<file path="src/rtl/dense2_argmax.sv">
// Argmax over ten signed 16-bit class scores from the dense2 stage.
// One lane is scanned per enabled cycle; results are registered on the DONE cycle.
module dense2_argmax (
  input  logic         clk,
  input  logic         rst,
  input  logic         ena,
  input  logic         valid_in,
  input  logic [159:0] dense_sum2_in,
  output logic         busy,
  output logic         done,
  output logic [3:0]   digit,
  output logic [15:0]  max_value,
  output logic         overrun,
  output logic [15:0]  frame_cnt
);

  // state | meaning
  // IDLE  | waiting for valid_in
  // SCAN  | comparing lanes 1..9 against the running max
  // DONE  | publishing result; may capture the next frame
  typedef enum logic [1:0] {IDLE, SCAN, DONE} state_t;

  state_t             state_q, state_d;
  logic [9:0][15:0]   buf_q, buf_d;
  logic [3:0]         idx_q, idx_d;
  logic [15:0]        run_max_q, run_max_d;
  logic [3:0]         arg_q, arg_d;
  logic               done_q, done_d;
  logic [3:0]         digit_q, digit_d;
  logic [15:0]        max_value_q, max_value_d;
  logic               overrun_q, overrun_d;
  logic [15:0]        frame_cnt_q, frame_cnt_d;
  logic [15:0]        lane;

  always_ff @(posedge clk) begin
    if (rst) begin
      state_q     <= IDLE;
      buf_q       <= '0;
      idx_q       <= '0;
      run_max_q   <= '0;
      arg_q       <= '0;
      done_q      <= 1'b0;
      digit_q     <= '0;
      max_value_q <= '0;
      overrun_q   <= 1'b0;
      frame_cnt_q <= '0;
    end else begin
      state_q     <= state_d;
      buf_q       <= buf_d;
      idx_q       <= idx_d;
      run_max_q   <= run_max_d;
      arg_q       <= arg_d;
      done_q      <= done_d;
      digit_q     <= digit_d;
      max_value_q <= max_value_d;
      overrun_q   <= overrun_d;
      frame_cnt_q <= frame_cnt_d;
    end
  end

  always_comb begin
    state_d     = state_q;
    buf_d       = buf_q;
    idx_d       = idx_q;
    run_max_d   = run_max_q;
    arg_d       = arg_q;
    done_d      = 1'b0;
    digit_d     = digit_q;
    max_value_d = max_value_q;
    overrun_d   = overrun_q;
    frame_cnt_d = frame_cnt_q;
    lane        = buf_q[idx_q];

    if (ena) begin
      unique case (state_q)
        IDLE: begin
          if (valid_in) begin
            buf_d     = dense_sum2_in;
            run_max_d = dense_sum2_in[15:0];
            arg_d     = 4'd0;
            idx_d     = 4'd1;
            state_d   = SCAN;
          end
        end
        SCAN: begin
          // A new frame arriving mid-scan is dropped, not queued.
          if (valid_in) overrun_d = 1'b1;
          if ($signed(lane) > $signed(run_max_q)) begin
            run_max_d = lane;
            arg_d     = idx_q;
          end
          if (idx_q == 4'd9) begin
            idx_d   = 4'd0;
            state_d = DONE;
          end else begin
            idx_d = idx_q + 4'd1;
          end
        end
        DONE: begin
          digit_d     = arg_q;
          max_value_d = run_max_q;
          done_d      = 1'b1;
          frame_cnt_d = frame_cnt_q + 16'd1;
          if (valid_in) begin
            buf_d     = dense_sum2_in;
            run_max_d = dense_sum2_in[15:0];
            arg_d     = 4'd0;
            idx_d     = 4'd1;
            state_d   = SCAN;
          end else begin
            state_d = IDLE;
          end
        end
        default: state_d = IDLE;
      endcase
    end
  end

  assign busy      = (state_q != IDLE);
  assign done      = done_q;
  assign digit     = digit_q;
  assign max_value = max_value_q;
  assign overrun   = overrun_q;
  assign frame_cnt = frame_cnt_q;

endmodule

</file>
<file path="config.mk">
export PLATFORM = sky130hd
export DESIGN_NAME = dense2_argmax
export DESIGN_NICKNAME = d
export VERILOG_FILES = /design/src/rtl/dense2_argmax.sv
export SDC_FILE = /design/constraint.sdc
export NUM_CORES = 1
export LEC_CHECK = 0
export CELL_PAD_IN_SITES_DETAIL_PLACEMENT = 0
export CELL_PAD_IN_SITES_GLOBAL_PLACEMENT = 1
export CORE_MARGIN = 2
export CORE_UTILIZATION = 34
export DETAILED_ROUTE_END_ITERATION = 10
export GPL_ROUTABILITY_DRIVEN = 0
export HOLD_SLACK_MARGIN = 0.12
export PLACE_DENSITY = 0.8
export SETUP_SLACK_MARGIN = 0.1
export SLEW_MARGIN = 20
export SYNTH_ARGS = -nofsm -noshare
export SYNTH_HDL_FRONTEND = slang
export SYNTH_SLANG_ARGS = --single-unit
export TNS_END_PERCENT = 20
</file>
<file path="constraint.sdc">
create_clock -name clk -period 3.4 [get_ports clk]
set_clock_uncertainty 0.1 [all_clocks]
set_input_delay 0.51 -clock clk [delete_from_list [all_inputs] [get_ports clk]]
set_output_delay 0.51 -clock clk [all_outputs]
set_load 0.05 [all_outputs]
</file>
==> metrics.txt <==
status finished, violations left; failing checks setup timing; top cell type by total area after synthesis dfxtp_1; max-capacitance violation count 0; Setup crit start kind flip-flop; Critical Path RT 3.68 ns; starting density of the core 34.4%; area occupied by multi-input gates 5000 um^2; total CTS buffers 24; Tcrit/Tclk final 101%; clock network power share 41.6%; core area 28600 um^2; Max Slew Vio Count 0; layout cells sized above 1 11.1%; area of the mapped netlist 9860 um^2; post-route cell area 13500 um^2; WL final 29800 um; WP data arrival 3.71 ns; library cells used by synthesis 49; Mapped Nets 1367; largest fanout on the critical path 10; CTS tree done; Post-synth EDFFs 0; hold depth 2; H-tree depth 1; Cells after Synth 1184; Sw Share 25.7%; final core utilization 47.1%; Hold Vio Cnt, Final 0; register area 4490 um^2; grt ovf 0; Final Critical Period 3.43 ns; Clk pin slew, worst setup/hold paths 0.06 ns; DRC Markers 0; DIE HEIGHT 174 um; via count 8785; CP endpoint kind flip-flop; measured slew at the worst slew-check pin 0.809 ns; Synth Warn # 0; initial antenna violation count 1; Worst Path Class, Setup reg2reg; asr flop ratio synth 0%; sequential area share after synthesis 45.5%; RSZ-0062 raised after global routing yes; Area growth, synth to finish 36.7%; Placement Cell Area 12300 um^2; flop2flop setup slack -0.03 ns; First-pass DRT Iterations 5; routed length per placed instance 16.8 um; Max VDD drop 315 uV; Slew HR 45.9%; number of global-route vias before repair 8647; # IOs 203; clock latency on the worst-skew pair 0.53 ns; final hold slack 0.217 ns; largest net degree at the start of global routing 140; die area 30400 um^2; layout filler cell count 2787; CTS Hold Bufs 0; switching pwr 0.00181 W; Clock Sinks 224; PwrDens 522 nW/um^2; leakage 4.82 nW; Longest Clk Path Bufs 3; mean post-synth cell area 8.33 um^2; Min-Delay Path Class in2reg; Seq pwr share 40.9%; Std-Cell Rows 62; Primary FF master, synth dfxtp_1; P_int 0.00523 W; Setup WS post-layout -0.0282 ns; #FFs+latches synth 224; FF-to-FF path depth 12; Sum Neg Setup Slack -0.169 ns; first-pass GRT wire length 46500 um; Yosys top cell area share 45.5%; Final setup viols 10; CTS Root Buffer Type clkbuf_16; combinational share of power 17.5%; GRT Util Overall 19.1%; Area contributors post-synth dfxtp_1 45%, nand2_1 15%, a21oi_1 9.9%; IO Port Bufs 202; antenna viol nets, final 0; Die W 174 um; Vias/cell 4.94; Max Fclk 0.292 GHz; post-DP HPWL 22000 um; NumNets Final 1557; DRT iter0 DRCs 668
[kinds of logic after synthesis]
group | after synthesis | synth area share, %
AND/OR/NAND/NOR | 491 | 20.1
AO/OA/AOI/OAI | 243 | 13.0
flip-flops | 224 | 45.5
buffers and inverters | 108 | 5.02
multiplexers | 87 | 13.0
adder cells (fa/ha/maj) | 19 | 2.41
XOR/XNOR | 12 | 1.07
[cells in the final DEF (no fill, tap or decap), types with 3 or more instances in the layout]
master	netlist	layout
nand2_1	389	389
dfxtp_1	224	222
clkdlybuf4s50_1	0	201
a21oi_1	195	193
nor2_1	54	53
mux2i_1	53	47
buf_4	8	40
mux4_2	32	32
clkbuf_16	0	25
o21ai_0	22	22
inv_1	19	19
ha_1	19	18
nand3_1	14	13
o22ai_1	15	12
xor2_1	9	9
buf_12	1	9
nand4_1	7	7
clkinv_2	0	5
clkbuf_8	0	5
bufinv_16	0	5
or3_1	4	4
mux2i_4	0	3
mux2i_2	0	3
o22ai_2	0	3
nor2b_1	3	3
and3_1	3	3
xnor2_1	3	3
buf_6	1	3
[repair_timing]
item / CTS / global route
resized for setup: 16 / 8
setup endpoints to repair: 20 / 20
hold endpoints to repair: 0 / 0
buffers inserted: 5 / 6
pin swaps: 8 / 6
[final timing paths]
path,start,endpoint
worst max-delay path,idx_q[1],run_max_q[5]
worst min-delay path,rst,done
worst max register to register,idx_q[1],run_max_q[5]
worst min register to register,buf_q[154],buf_q[154]
[routing by layer]
metal	track usage [%]	up-vias	wire length (um)
met1	25.0	4118	12900
met5	0	-	0
met3	3.08	43	1730
li1	-	4366	-
met4	4.97	0	693
met2	32.6	258	14500
[power groups by stage]
| stage | registers (W) | logic, W | clock network, W |
|---|---|---|---|
| global placement | 0.00294 | 0.00113 | 0 |
| CTS | 0.00287 | 0.00120 | 0.00298 |
| finish | 0.00288 | 0.00123 | 0.00293 |
| global route | 0.00289 | 0.00134 | 0.00310 |
| floorplan | 0.00288 | 0.000723 | 0 |
| detailed placement | 0.00294 | 0.00114 | 0 |
[critical path, cell delays in order (launching register included)]
cell and delay (ns):
dfxtp_4 0.38, buf_12 0.14, mux4_2 0.55, mux2i_2 0.24
o22ai_2 0.11, ha_1 0.33, nand4_1 0.14, nor2_4 0.05
a211o_1 0.33, a211oi_4 0.28, mux2_4 0.37, buf_12 0.16
mux2i_1 0.11
[synthesized netlist by cell type (2+ instances only)]
master and instances:
xor2_1 9, buf_1 11, nand2b_1 2, mux4_2 32, or3_1 4, nor2_1 54
and3_1 3, buf_2 20, clkbuf_1 47, nand3_1 14, nor2b_1 3, o22ai_1 15
and3b_1 2, o21ai_0 22, nand4_1 7, nor3_1 2, buf_4 8, dfxtp_1 224
a21oi_1 195, nand2_1 389, o211ai_1 2, nand4_2 2, mux2i_1 53, inv_1 19
ha_1 19, xnor2_1 3
[sequential cells by signal, summed over array words and instances (netlist names)]
register / count
arg_q: 4
buf_q: 160
digit: 4
done: 1
frame_cnt: 16
idx_q: 4
max_value: 16
overrun: 1
run_max_q: 16
state_q: 2
[metrics by stage]
step	setup slack [ns]	power, W	cells
finish	-0.0282	0.00704	1777
global route	-0.109	0.00733	1777
CTS	0.0844	0.00706	1770
detailed placement	-0.173	0.00409	1721
global placement	-0.0987	0.00407	1721
floorplan	0.0956	0.00361	1184
[final cells by class]
cell class	count	share of cell area [%]
multi-input cells	852	37.1
flip-flops and latches	224	33.3
repair buffers	253	18.7
clock buffers	31	5.18
well taps	384	3.56
clock inverters	13	1.54
inverters	19	0.529
diodes	1	0.0186
(Power assumes the default switching activity.)
